$ cat src/rtl/cpu_sequencer.sv
// cpu_sequencer: multi-cycle control unit. Owns the bit-addressed program
// counter, latches the decoded instruction fields and sequences register-file,
// ALU, divider and I/O handshakes for each instruction.
// Optional feature macro: CPU_SEQ_DIVZERO_TRAP_EN. When it is defined, a div
// whose divisor reads as zero halts with fault 3 instead of starting the divider.
// Opcode map (opsz >= 5): 0 imm, 1 out, 2 imp, 3 ilt, 4 ieq, 5 igt, 6 inc,
// 7 dec, 8 add, 9 sub, 10 mul, 11 div, 12 and, 13 or, 14 xor, 15 jmp,
// 16 jlt, 17 jeq, 18 jgt; every other code is illegal.
// Write strobes (rf_we/rf_wsel/div_start) are decoded from registered state so
// that a write can land in the same cycle as div_done or an input transfer.
module cpu_sequencer #(
  parameter int opsz   = 5,
  parameter int rgsz   = 3,
  parameter int imsz   = 8,
  parameter int pcsz   = 8,
  parameter int codesz = 256,
  parameter int wdsz   = 8
) (
  input  logic            clk,
  input  logic            rst_n,
  output logic [pcsz-1:0] pc,
  input  logic [opsz-1:0] opcode,
  input  logic [rgsz-1:0] regop1,
  input  logic [rgsz-1:0] regop2,
  input  logic [imsz-1:0] immop1,
  output logic [rgsz-1:0] rf_ra1,
  output logic [rgsz-1:0] rf_ra2,
  input  logic [wdsz-1:0] rf_rdata1,
  input  logic [wdsz-1:0] rf_rdata2,
  output logic            rf_we,
  output logic [rgsz-1:0] rf_wa,
  output logic [1:0]      rf_wsel,
  output logic [wdsz-1:0] rf_wimm,
  output logic [opsz-1:0] alu_op,
  output logic            div_start,
  input  logic            div_done,
  output logic            in_ready,
  input  logic            in_valid,
  input  logic [wdsz-1:0] in_data,
  output logic            out_valid,
  input  logic            out_ready,
  output logic [wdsz-1:0] out_data,
  output logic [2:0]      flags,
  output logic            halted,
  output logic [1:0]      fault
);

  localparam logic [opsz-1:0] op_imm = opsz'(5'd0);
  localparam logic [opsz-1:0] op_out = opsz'(5'd1);
  localparam logic [opsz-1:0] op_imp = opsz'(5'd2);
  localparam logic [opsz-1:0] op_ilt = opsz'(5'd3);
  localparam logic [opsz-1:0] op_ieq = opsz'(5'd4);
  localparam logic [opsz-1:0] op_igt = opsz'(5'd5);
  localparam logic [opsz-1:0] op_inc = opsz'(5'd6);
  localparam logic [opsz-1:0] op_dec = opsz'(5'd7);
  localparam logic [opsz-1:0] op_add = opsz'(5'd8);
  localparam logic [opsz-1:0] op_sub = opsz'(5'd9);
  localparam logic [opsz-1:0] op_mul = opsz'(5'd10);
  localparam logic [opsz-1:0] op_div = opsz'(5'd11);
  localparam logic [opsz-1:0] op_and = opsz'(5'd12);
  localparam logic [opsz-1:0] op_or  = opsz'(5'd13);
  localparam logic [opsz-1:0] op_xor = opsz'(5'd14);
  localparam logic [opsz-1:0] op_jmp = opsz'(5'd15);
  localparam logic [opsz-1:0] op_jlt = opsz'(5'd16);
  localparam logic [opsz-1:0] op_jeq = opsz'(5'd17);
  localparam logic [opsz-1:0] op_jgt = opsz'(5'd18);

  localparam logic [pcsz:0] code_lim = (pcsz+1)'(codesz);

  typedef enum logic [2:0] {
    st_fetch    = 3'd0,
    st_exec     = 3'd1,
    st_wait_div = 3'd2,
    st_wait_io  = 3'd3,
    st_halt     = 3'd4
  } state_t;

  // Instruction length in bits; zero marks an illegal opcode.
  function automatic logic [pcsz:0] inst_len(input logic [opsz-1:0] op);
    case (op)
      op_imm:                                      inst_len = (pcsz+1)'(opsz + rgsz + imsz);
      op_out, op_imp, op_ilt, op_ieq, op_igt,
      op_inc, op_dec:                              inst_len = (pcsz+1)'(opsz + rgsz);
      op_add, op_sub, op_mul, op_div, op_and,
      op_or, op_xor:                               inst_len = (pcsz+1)'(opsz + 2*rgsz);
      op_jmp, op_jlt, op_jeq, op_jgt:              inst_len = (pcsz+1)'(opsz + imsz);
      default:                                     inst_len = {(pcsz+1){1'b0}};
    endcase
  endfunction

  state_t          state_r;
  logic [pcsz-1:0] pc_r;
  logic [pcsz-1:0] pc_seq_r;
  logic [opsz-1:0] ir_op_r;
  logic [rgsz-1:0] ir_rg1_r;
  logic [rgsz-1:0] ir_rg2_r;
  logic [imsz-1:0] ir_imm_r;
  logic [2:0]      flags_r;
  logic            halted_r;
  logic [1:0]      fault_r;
  logic            in_ready_r;
  logic            out_valid_r;
  logic [wdsz-1:0] out_data_r;

  logic [pcsz:0]        len_s;
  logic [pcsz:0]        pc_end_s;
  logic [pcsz-1:0]      jmp_target_s;
  logic [wdsz+imsz-1:0] cmp_a_s;
  logic [wdsz+imsz-1:0] cmp_b_s;
  logic                 div_zero_s;
  logic                 rf_we_s;
  logic [1:0]           rf_wsel_s;
  logic                 div_start_s;
  logic                 unused_in_data_s;

  assign len_s        = inst_len(opcode);
  assign pc_end_s     = {1'b0, pc_r} + len_s;
  assign jmp_target_s = pcsz'(ir_imm_r);
  assign cmp_a_s      = (wdsz+imsz)'(rf_rdata1);
  assign cmp_b_s      = (wdsz+imsz)'(ir_imm_r);
  assign div_zero_s   = (rf_rdata2 == {wdsz{1'b0}});
  // in_data travels straight to the register file through the rf_wsel mux.
  assign unused_in_data_s = ^in_data;

  assign pc        = pc_r;
  assign rf_ra1    = ir_rg1_r;
  assign rf_ra2    = ir_rg2_r;
  assign rf_wa     = ir_rg1_r;
  assign rf_wimm   = wdsz'(ir_imm_r);
  assign alu_op    = ir_op_r;
  assign rf_we     = rf_we_s;
  assign rf_wsel   = rf_wsel_s;
  assign div_start = div_start_s;
  assign in_ready  = in_ready_r;
  assign out_valid = out_valid_r;
  assign out_data  = out_data_r;
  assign flags     = flags_r;
  assign halted    = halted_r;
  assign fault     = fault_r;

  // Decode write and divider strobes from the current state; reset masks them.
  always_comb begin
    rf_we_s     = 1'b0;
    rf_wsel_s   = 2'd0;
    div_start_s = 1'b0;
    if (!rst_n) begin
      rf_we_s = 1'b0;
    end else begin
      case (state_r)
        st_exec: begin
          case (ir_op_r)
            op_imm: begin
              rf_we_s   = 1'b1;
              rf_wsel_s = 2'd1;
            end
            op_inc, op_dec, op_add, op_sub, op_mul, op_and, op_or, op_xor: begin
              rf_we_s   = 1'b1;
              rf_wsel_s = 2'd0;
            end
            op_div: begin
`ifdef CPU_SEQ_DIVZERO_TRAP_EN
              div_start_s = !div_zero_s;
`else
              div_start_s = 1'b1;
`endif
            end
            default: rf_we_s = 1'b0;
          endcase
        end
        st_wait_div: begin
          rf_wsel_s = 2'd3;
          rf_we_s   = div_done;
        end
        st_wait_io: begin
          rf_wsel_s = 2'd2;
          rf_we_s   = (ir_op_r == op_imp) && in_ready_r && in_valid;
        end
        default: rf_we_s = 1'b0;
      endcase
    end
  end

  // Main sequencer: state, PC, instruction register, flags and handshake strobes.
  always_ff @(posedge clk) begin
    if (!rst_n) begin
      state_r     <= st_fetch;
      pc_r        <= {pcsz{1'b0}};
      pc_seq_r    <= {pcsz{1'b0}};
      ir_op_r     <= {opsz{1'b0}};
      ir_rg1_r    <= {rgsz{1'b0}};
      ir_rg2_r    <= {rgsz{1'b0}};
      ir_imm_r    <= {imsz{1'b0}};
      flags_r     <= 3'b000;
      halted_r    <= 1'b0;
      fault_r     <= 2'd0;
      in_ready_r  <= 1'b0;
      out_valid_r <= 1'b0;
      out_data_r  <= {wdsz{1'b0}};
    end else begin
      case (state_r)
        st_fetch: begin
          ir_op_r  <= opcode;
          ir_rg1_r <= regop1;
          ir_rg2_r <= regop2;
          ir_imm_r <= immop1;
          pc_seq_r <= pc_end_s[pcsz-1:0];
          if (len_s == {(pcsz+1){1'b0}}) begin
            state_r  <= st_halt;
            halted_r <= 1'b1;
            fault_r  <= 2'd1;
          end else if (pc_end_s > code_lim) begin
            state_r  <= st_halt;
            halted_r <= 1'b1;
            fault_r  <= 2'd2;
          end else begin
            state_r <= st_exec;
          end
        end
        st_exec: begin
          case (ir_op_r)
            op_ilt, op_ieq, op_igt: begin
              flags_r <= {cmp_a_s < cmp_b_s, cmp_a_s == cmp_b_s, cmp_a_s > cmp_b_s};
              pc_r    <= pc_seq_r;
              state_r <= st_fetch;
            end
            op_jmp: begin
              pc_r    <= jmp_target_s;
              state_r <= st_fetch;
            end
            op_jlt: begin
              pc_r    <= flags_r[2] ? jmp_target_s : pc_seq_r;
              state_r <= st_fetch;
            end
            op_jeq: begin
              pc_r    <= flags_r[1] ? jmp_target_s : pc_seq_r;
              state_r <= st_fetch;
            end
            op_jgt: begin
              pc_r    <= flags_r[0] ? jmp_target_s : pc_seq_r;
              state_r <= st_fetch;
            end
            op_div: begin
`ifdef CPU_SEQ_DIVZERO_TRAP_EN
              if (div_zero_s) begin
                state_r  <= st_halt;
                halted_r <= 1'b1;
                fault_r  <= 2'd3;
              end else begin
                state_r <= st_wait_div;
              end
`else
              state_r <= st_wait_div;
`endif
            end
            op_imp: begin
              in_ready_r <= 1'b1;
              state_r    <= st_wait_io;
            end
            op_out: begin
              out_valid_r <= 1'b1;
              out_data_r  <= rf_rdata1;
              state_r     <= st_wait_io;
            end
            op_imm, op_inc, op_dec, op_add, op_sub, op_mul, op_and, op_or, op_xor: begin
              pc_r    <= pc_seq_r;
              state_r <= st_fetch;
            end
            default: begin
              state_r  <= st_halt;
              halted_r <= 1'b1;
              fault_r  <= 2'd1;
            end
          endcase
        end
        st_wait_div: begin
          if (div_done) begin
            pc_r    <= pc_seq_r;
            state_r <= st_fetch;
          end else begin
            state_r <= st_wait_div;
          end
        end
        st_wait_io: begin
          if ((in_ready_r && in_valid) || (out_valid_r && out_ready)) begin
            in_ready_r  <= 1'b0;
            out_valid_r <= 1'b0;
            pc_r        <= pc_seq_r;
            state_r     <= st_fetch;
          end else begin
            state_r <= st_wait_io;
          end
        end
        st_halt: begin
          halted_r <= 1'b1;
        end
        default: begin
          state_r     <= st_halt;
          halted_r    <= 1'b1;
          in_ready_r  <= 1'b0;
          out_valid_r <= 1'b0;
        end
      endcase
    end
  end

endmodule

$ cat config.mk
export PLATFORM = sky130hd
export DESIGN_NAME = cpu_sequencer
export DESIGN_NICKNAME = d
export VERILOG_FILES = /design/src/rtl/cpu_sequencer.sv
export SDC_FILE = /design/constraint.sdc
export NUM_CORES = 1
export LEC_CHECK = 0
export ABC_AREA = 1
export CORE_UTILIZATION = 50
export CTS_BUF_LIST = sky130_fd_sc_hd__clkbuf_8
export DETAILED_ROUTE_END_ITERATION = 10
export GPL_TIMING_DRIVEN = 0
export PLACE_DENSITY = 0.83
export SLEW_MARGIN = 20
export SYNTH_ARGS = -nofsm -noshare
export SYNTH_HDL_FRONTEND = slang
export SYNTH_SLANG_ARGS = --single-unit
$ cat constraint.sdc
create_clock -name clk -period 3.2 [get_ports clk]
set_input_delay 0.64 -clock clk [delete_from_list [all_inputs] [get_ports clk]]
set_output_delay 0.64 -clock clk [all_outputs]
set_load 0.02 [all_outputs]
==> flow_metrics.py <==
metrics = {
    "status": {
        "status": "finished, final reports clean",
    },
    "sta": {
        "hold_viol_final": 0,
        "fin_crit_ps": 3100,
        "max_freq_mhz": 323,
        "drv_slew": 0,
        "slew_headroom": 0.624,
        "timing.hold.ws_ps": 460,
        "layout_setup_ws_ps": 103,
        "clock_skew_ps": 12.9,
        "rsz0062_at_grt": "false",
        "finalSetupViolCount": 0,
        "fin_crit_sh": 0.968,
        "tightest_slew_ps": 563,
    },
    "worst_setup_path": {
        "worstPathMaxFanout": 15,
        "cp-start-kind": "input pin",
        "crit_arrival_ps": 2460,
        "crit_required_ps": 2560,
        "end_kind": "primary output",
        "path_class": "input pin to primary output",
    },
    "global_routing": {
        "grt_max_degree": 16,
        "grt_pass1_wl_um": 16200,
        "grt_pass1_vias": 3506,
        "grt_overflow_total": 0,
        "antenna_found_initial": 0,
        "grt_usage": 0.277,
    },
    "cts": {
        "cts-root-buf": "clkbuf_8",
        "cts_buffers": 5,
        "clock_latency_ps": 310,
        "clkSinkCount": 54,
        "cts_setup_buffers": 0,
        "cts_tree": "built",
        "htree_levels": 2,
        "clockBufferDepth": 2,
        "cts.clk_slew.worst_paths_ps": 110,
    },
    "floorplan": {
        "pin_count": 98,
        "die-area_mm2": 0.00729,
        "initial_utilization": 0.515,
        "fp.dieH_um": 85.4,
        "die_w_um": 85.4,
        "core-area_mm2": 0.00676,
        "rows": 30,
    },
    "detailed_routing": {
        "dr.pass1.iters": 4,
        "drc": 0,
        "drt-total-wl_um": 9930,
        "drt_iter0_drc": 270,
        "vias": 3935,
        "routed_via_density": 5.53,
        "wl_per_cell_um": 14.0,
        "ant_nets": 0,
    },
    "logic_synthesis": {
        "synth_area_leader_cell": "dfxtp_1",
        "synth_top_area_share": 0.311,
        "syn-num-nets": 605,
        "netlist_area_mm2": 0.00348,
        "synth-seq-cells": 54,
        "ys_types": 38,
        "yosys-top-cells-area": "dfxtp_1 31%, nor2_1 11%, nand2_1 10%, inv_1 6.9%, o21ai_0 5.9%",
        "synth_flop_cell": "dfxtp_1",
        "syn_avg_cell_area_um2": 6.40,
        "synth_edf_count": 0,
        "netlist_instances": 543,
        "yosysWarnings": 0,
        "async_flop_share": 0,
        "seq_area_frac_synth": 0.311,
    },
    "final_layout": {
        "final_common_cell": "nor2_1",
        "final_util": 0.668,
        "drive_above_1_share": 0.0650,
        "syn_to_final_growth_pct": 29.8,
        "final_net_count": 692,
        "insertedDiodeCount": 0,
        "final_area_mm2": 0.00451,
        "final_cell_mix": "104 x nor2_1, 93 x nand2_1, 76 x clkdlybuf4s50_1, 62 x inv_1, 54 x dfxtp_1",
    },
    "flow_run": {
        "cap_violations": 0,
    },
    "place": {
        "place_congestion": 0.859,
        "place_ws_ps": -370,
        "post_dp_cell_area_mm2": 0.00439,
        "dp_hpwl_um": 7770,
        "portBuffers": 81,
    },
    "power_and_ir_drop": {
        "power_density_mw_per_mm2": 568,
        "leakage_nw": 2.00,
        "vdd_drop_max_v": 0.000332,
    },
    "worst_hold_path": {
        "hold_class": "flip-flop to flip-flop",
    },
}
-- worst max-delay path, stage by stage --
cell             delay (ps)
clkdlybuf4s50_1         640
inv_1                   320
a31oi_1                 230
clkdlybuf4s50_1         620
-- state kept, by name, indices dropped and copies added (netlist names) --
| signal | count |
|---|---|
| flags | 3 |
| state_r | 3 |
| out_data | 8 |
| in_ready | 1 |
| rf_ra1 | 3 |
| out_valid | 1 |
| halted | 1 |
| fault | 2 |
| pc | 8 |
| rf_wimm | 8 |
| pc_seq_r | 8 |
| rf_ra2 | 3 |
| alu_op | 5 |
-- final cells by class --
| type | instances | area, µm² |
|---|---|---|
| fill | 613 | 2240 |
| sequential | 54 | 1080 |
| clock buffer | 6 | 82.6 |
| tap | 80 | 100 |
| multi-input combinational | 397 | 2040 |
| buffer | 23 | 121 |
| clock inverter | 2 | 8.76 |
| inverter | 68 | 255 |
| timing repair buffer | 81 | 820 |
-- where the power goes --
group	total, mW	switching [mW]	internal [mW]
logic	1.27	0.771	0.499
registers	0.895	0.112	0.783
clock network	0.398	0.226	0.172
-- logic make-up (layout without fill, tap and decap cells) --
kind of cell | Yosys count | in the layout | synth area share
AO/OA/AOI/OAI | 117 | 117 | 0.192
XOR/XNOR | 1 | 1 | 0.00252
adder cells (fa/ha/maj) | 14 | 14 | 0.0525
buffers and inverters | 92 | 180 | 0.109
flip-flops | 54 | 54 | 0.311
AND/OR/NAND/NOR | 265 | 265 | 0.333
-- worst paths after layout --
path / cells after the start / slack, ps / start / endpoint
worst max-delay path: 4 / 100 / rst_n / rf_we
worst min-delay path: 2 / 460 / halted / halted
worst max register to register: 13 / 950 / pc[0] / fault[0]
worst min register to register: 2 / 460 / halted / halted
-- stage by stage --
step	TNS (ps)	instances	power [mW]
final	0	711	2.56
after global routing	0	711	2.73
after CTS	0	711	2.54
after detailed placement	-1580	704	2.16
after global placement	-1280	704	2.12
after floorplan	0	543	1.73
-- routing by layer --
metal	up-vias	track usage	part of all wire
li1	1954	-	-
met1	1824	0.355	0.43
met2	138	0.480	0.49
met3	19	0.0447	0.060
met4	0	0.0803	0.021
met5	-	0	0
-- synthesized netlist by cell type, types with 4 or more instances --
library cell	count
a211oi_1	25
nand3_1	37
a21oi_1	40
nand2_1	95
nor3_1	9
clkbuf_1	14
dfxtp_1	54
a31oi_1	5
nor2_1	104
o21ai_0	41
inv_1	64
nand4_1	4
ha_1	13
buf_4	5
-- timing repair --
action / 4_1_cts / 5_1_grt
endpoints found under the setup margin: 3 / 4
cloned: 0 / 0
hold buffers: 0 / 0
gates resized for setup: 3 / 12
hold endpoints to repair: 0 / 0
pin swaps: 0 / 2
(Power assumes the default switching activity.)
==> patch 1 (config.mk and constraints unchanged) <==
Encoding of `state_t`: now Gray code (3 bits for 5 states).
--- a/src/rtl/cpu_sequencer.sv
+++ b/src/rtl/cpu_sequencer.sv
@@ -70,7 +70,7 @@
   typedef enum logic [2:0] {
-    st_fetch    = 3'd0,
-    st_exec     = 3'd1,
-    st_wait_div = 3'd2,
-    st_wait_io  = 3'd3,
-    st_halt     = 3'd4
+    st_fetch    = 3'b000,
+    st_exec     = 3'b001,
+    st_wait_div = 3'b011,
+    st_wait_io  = 3'b010,
+    st_halt     = 3'b110
   } state_t;
Function: no difference found for any inputs over 4 cycles, from zero or initial values and one cycle with rst_n low; so few cycles prove little.
==> patch 1 against the unedited design <==
- sequential cell count stayed put
- design area up 2.2%
- die area increased by 1.6%
- largest power group unchanged
- utilization increased by 1.1 points
- synthesized area grew 1.7%
- total power grew 56%
- critical path depth is 13 higher
- routed wire length fell by 0.90%
- worst setup slack better by 0.012 ns
- critical endpoint is now fault[0]$_SDFFE_PN0P_
- via count shrank 5.3%
- clock power increased by 2%
==> patch 1: results <==
export IMPL_status="complete, no violations"
export IMPL_area_delta_synth_final_pct=30.48
export IMPL_drtPass1Iterations=5
export IMPL_skew_ns=0.007525
export IMPL_placed_area_sq_um=4456
export IMPL_inverters=65
export IMPL_path_delay_family="simple AND/OR/NAND/NOR gates"
export IMPL_nWellTaps=96
export IMPL_wl_met3_um=695
export IMPL_grt_use_total_pct=26.56
export IMPL_use_met2_pct=43.94
export IMPL_dp_slack_ns=-0.3953
export IMPL_drt_iter0_drc=252
export IMPL_clk_share_pct=2.062
export IMPL_vias=3728
export IMPL_synthTopCellsByArea="dfxtp_1 31%, nand2_1 8.7%, nor2_1 8.4%"
export IMPL_timing_hold_ws_ns=0.4575
export IMPL_use_met3_pct=6.064
export IMPL_dp_cells=678
export IMPL_yosysSeqAreaShare_pct=30.58
export IMPL_use_met1_pct=34.10
export IMPL_buffers=106
export IMPL_post_dp_hpwl_um=7436
export IMPL_multi_input_area_share_pct=45.80
export IMPL_numPortBuffers=80
export IMPL_grt_start_max_net_pins=17
export IMPL_power_leakage_nw=1.877
export IMPL_critPathMaxStageDelay_ns=0.47
export IMPL_cts_resized=5
export IMPL_grt_pass1_vias=3451
export IMPL_period_needed_ns=3.085
export IMPL_wirelength_um=9839
export IMPL_relSlewSlack_pct=58.80
export IMPL_grt_pass1_wl_um=15640
export IMPL_gp_congestion=0.8884
export IMPL_nets=654
export IMPL_path_max_fanout=4
export IMPL_fillers=604
export IMPL_ir_drop_mv=0.5251
export IMPL_r2r_slack_ns=0.86
export IMPL_post_cts_setup_buffers=1
export IMPL_buf_share_pct=20.67
export IMPL_worstHoldStart="halted$_SDFFE_PN0P_"
export IMPL_multi_input_cells=360
export IMPL_syn_avg_cell_area_sq_um=7.041
export IMPL_antenna_found_initial=0
export IMPL_ys_types=43
[patch 1: cell families after synthesis]
kind of cell               share of synthesized area (%)
AOI/OAI and AO/OA                                  24.42
xor gates and xnor gates                          0.2478
DFF                                                30.58
buffers and inverters                              10.69
and+or+nand+nor                                    28.89
adders and majority gates                          5.168
[patch 1: how the worst max path moves through the flow]
| stage | from | end |
|---|---|---|
| 6_report | opcode[2] | fault[0]$_SDFFE_PN0P_ |
| 3_3_place_gp | opcode[1] | state_r[1]$_SDFFE_PN0P_ |
| 2_1_floorplan | opcode[3] | fault[0]$_SDFFE_PN0P_ |
| 4_1_cts | opcode[3] | fault[1]$_SDFFE_PN0P_ |
| 5_1_grt | opcode[2] | fault[1]$_SDFFE_PN0P_ |
| 3_5_place_dp | opcode[1] | fault[0]$_SDFFE_PN0P_ |
[patch 1: power by group]
part	internal (mW)	switching, mW
Clock	0.175	0.231
Sequential	0.894	0.240
Combinational	0.945	1.51
Total	2.01	1.98
==> patch 2 (same settings) <==
Made on the original files. The parameter `rgsz` goes from 3 to 6.
--- a/src/rtl/cpu_sequencer.sv
+++ b/src/rtl/cpu_sequencer.sv
@@ -12,3 +12,3 @@
   parameter int opsz   = 5,
-  parameter int rgsz   = 3,
+  parameter int rgsz   = 6,
   parameter int imsz   = 8,
Interface: changed (5 resized); port bits go from 98 to 113. The function was not compared with the original's and may differ.
==> patch 2 against the unedited design <==
- global-route usage grew 3.0 points
- final cell count grew 3.9%
- first-iteration DRC count grew 21%
- maximum frequency grew 3.8%
- sequential cell count grew 6
- utilization grew 4.1 points
- synthesized area grew 3.1%
- design area grew 8.0%
- worst setup slack gained 0.11 ns
- sequential power grew 6.0%
- routed wire length grew 12%
- total power is essentially flat
- hold slack gained 0.0042 ns
- critical endpoint is now rf_wsel[0]
- largest power group unchanged
==> patch 2: results <==
export IMPL_vias=4126
export IMPL_drt_iter0_drc=328
export IMPL_status="complete, no violations"
export IMPL_grt_use_total_pct=30.67
export IMPL_grt_pass1_vias=3747
export IMPL_clkLatencyLatePin_ns=0.34
export IMPL_synth_cells=533
export IMPL_ys_async_sr_fraction_pct=0
export IMPL_nets=707
export IMPL_wl_per_cell_um=15.11
export IMPL_post_dp_hpwl_um=8497
export IMPL_syn_nets=601
export IMPL_stdcell_count=739
export IMPL_cts_max_level=3
export IMPL_fillers=590
export IMPL_ir_drop_mv=0.3067
export IMPL_ys_types=35
export IMPL_yosysSeqAreaShare_pct=33.50
export IMPL_drtPass1Iterations=5
export IMPL_grt_start_max_net_pins=11
export IMPL_skew_ns=0.006168
export IMPL_placed_area_sq_um=4667
export IMPL_path_max_fanout=10
export IMPL_hold_class="reg -> reg"
export IMPL_netlist_top_cells_count="98 x nand2_1, 78 x nor2_1, 60 x dfxtp_1"
export IMPL_relSlewSlack_pct=57.58
export IMPL_numPortBuffers=96
export IMPL_clockRootBuffer="clkbuf_8"
export IMPL_dp_cells=725
export IMPL_yosysMostFrequentCell="nand2_1"
export IMPL_worstPathArrival_ns=2.34
export IMPL_grt_pass1_wl_um=17750
export IMPL_cts_clk_slew_worst_paths_ns=0.07
export IMPL_yosys_warnings=0
export IMPL_drive_gt1_share_pct=9.331
export IMPL_synthTopCellsByArea="dfxtp_1 33%, nand2_1 10%, nor2_1 8.2%"
export IMPL_power_leakage_nw=2.129
export IMPL_clockBufferDepth=2
export IMPL_cts_buffers=9
export IMPL_antenna_found_initial=0
export IMPL_post_cts_setup_buffers=0
export IMPL_diodes=0
export IMPL_gp_congestion=0.9104
-- patch 2: changes by cell type after synthesis, moves of 8 or more --
cell | before | now
nor2_1 | 104 | 78
a211oi_1 | 25 | 2
o211ai_1 | 2 | 25
nand3_1 | 37 | 18
o21ai_0 | 41 | 54
inv_1 | 64 | 56
nand4_1 | 4 | 12
-- patch 2: timing repair --
action,in CTS,in global routing
pin swaps,0,1
resized for setup,5,10
setup endpoints to repair,4,6
endpoints found under the hold margin,0,0
cloned,0,0
-- patch 2: critical path, stage by stage --
cell             delay, ns
clkdlybuf4s50_1       0.54
clkbuf_2              0.30
nand2_1               0.12
o22ai_1               0.12
clkdlybuf4s50_1       0.62
-- patch 2: layout make-up --
class | count | area share [%]
plain buffers | 23 | 2.337
clock buffers | 11 | 3.107
clock inverters | 4 | 0.5393
inverters | 66 | 5.239
multi-input cells | 383 | 41.83
flip-flops and latches | 60 | 24.65
well taps | 96 | 2.465
repair buffers | 96 | 19.83
-- patch 2: kinds of logic after synthesis --
logic type	after synthesis	synth area share, %
AND/OR/NAND/NOR	223	27.56
AO/OA/AOI/OAI	145	23.24
buffers and inverters	90	10.36
flip-flops	60	33.50
adder cells (fa/ha/maj)	14	5.094
XOR/XNOR	1	0.2443
-- patch 2: routing by layer --
metal	global-route usage (%)	up-vias	part of all wire, %
li1	-	1982	-
met5	0	-	0
met3	5.905	39	7.2
met1	38.38	1908	42
met4	13.94	0	3.5
met2	51.15	197	48
-- patch 2: report_power, final --
group / switching [mW] / leakage (nW) / total (mW) / internal (mW)
clock network: 0.302 / 0.0849 / 0.618 / 0.316
logic: 0.601 / 1.55 / 0.992 / 0.392
registers: 0.105 / 0.494 / 0.949 / 0.844
total: 1.01 / 2.13 / 2.56 / 1.55
-- patch 2: worst paths after layout --
| kind | cells after the start | slack, ns | endpoint | start |
|---|---|---|---|---|
| worst min register to register | 2 | 0.46 | halted$_SDFFE_PN0P_ | halted$_SDFFE_PN0P_ |
| worst max-delay path | 5 | 0.22 | rf_wsel[0] | rst_n |
| worst min-delay path | 2 | 0.46 | halted$_SDFFE_PN0P_ | halted$_SDFFE_PN0P_ |
| worst max register to register | 14 | 0.80 | fault[1]$_SDFFE_PN0P_ | pc[0]$_SDFFE_PN0P_ |
-- patch 2: per-stage QoR --
step | utilization (%) | TNS, ns | setup slack (ns) | hold WS, ns | power [mW]
6_report | 70.93 | 0 | 0.2172 | 0.4639 | 2.560
3_5_place_dp | 67.94 | -1.934 | -0.4653 | 0.4508 | 1.932
4_1_cts | 70.71 | 0 | 0.0000006661 | 0.4608 | 2.545
2_1_floorplan | - | 0 | 0.4643 | 0.4897 | 1.555
5_1_grt | 70.93 | 0 | 0.1279 | 0.4971 | 2.703
3_3_place_gp | 67.94 | -1.779 | -0.4211 | 0.4398 | 1.909
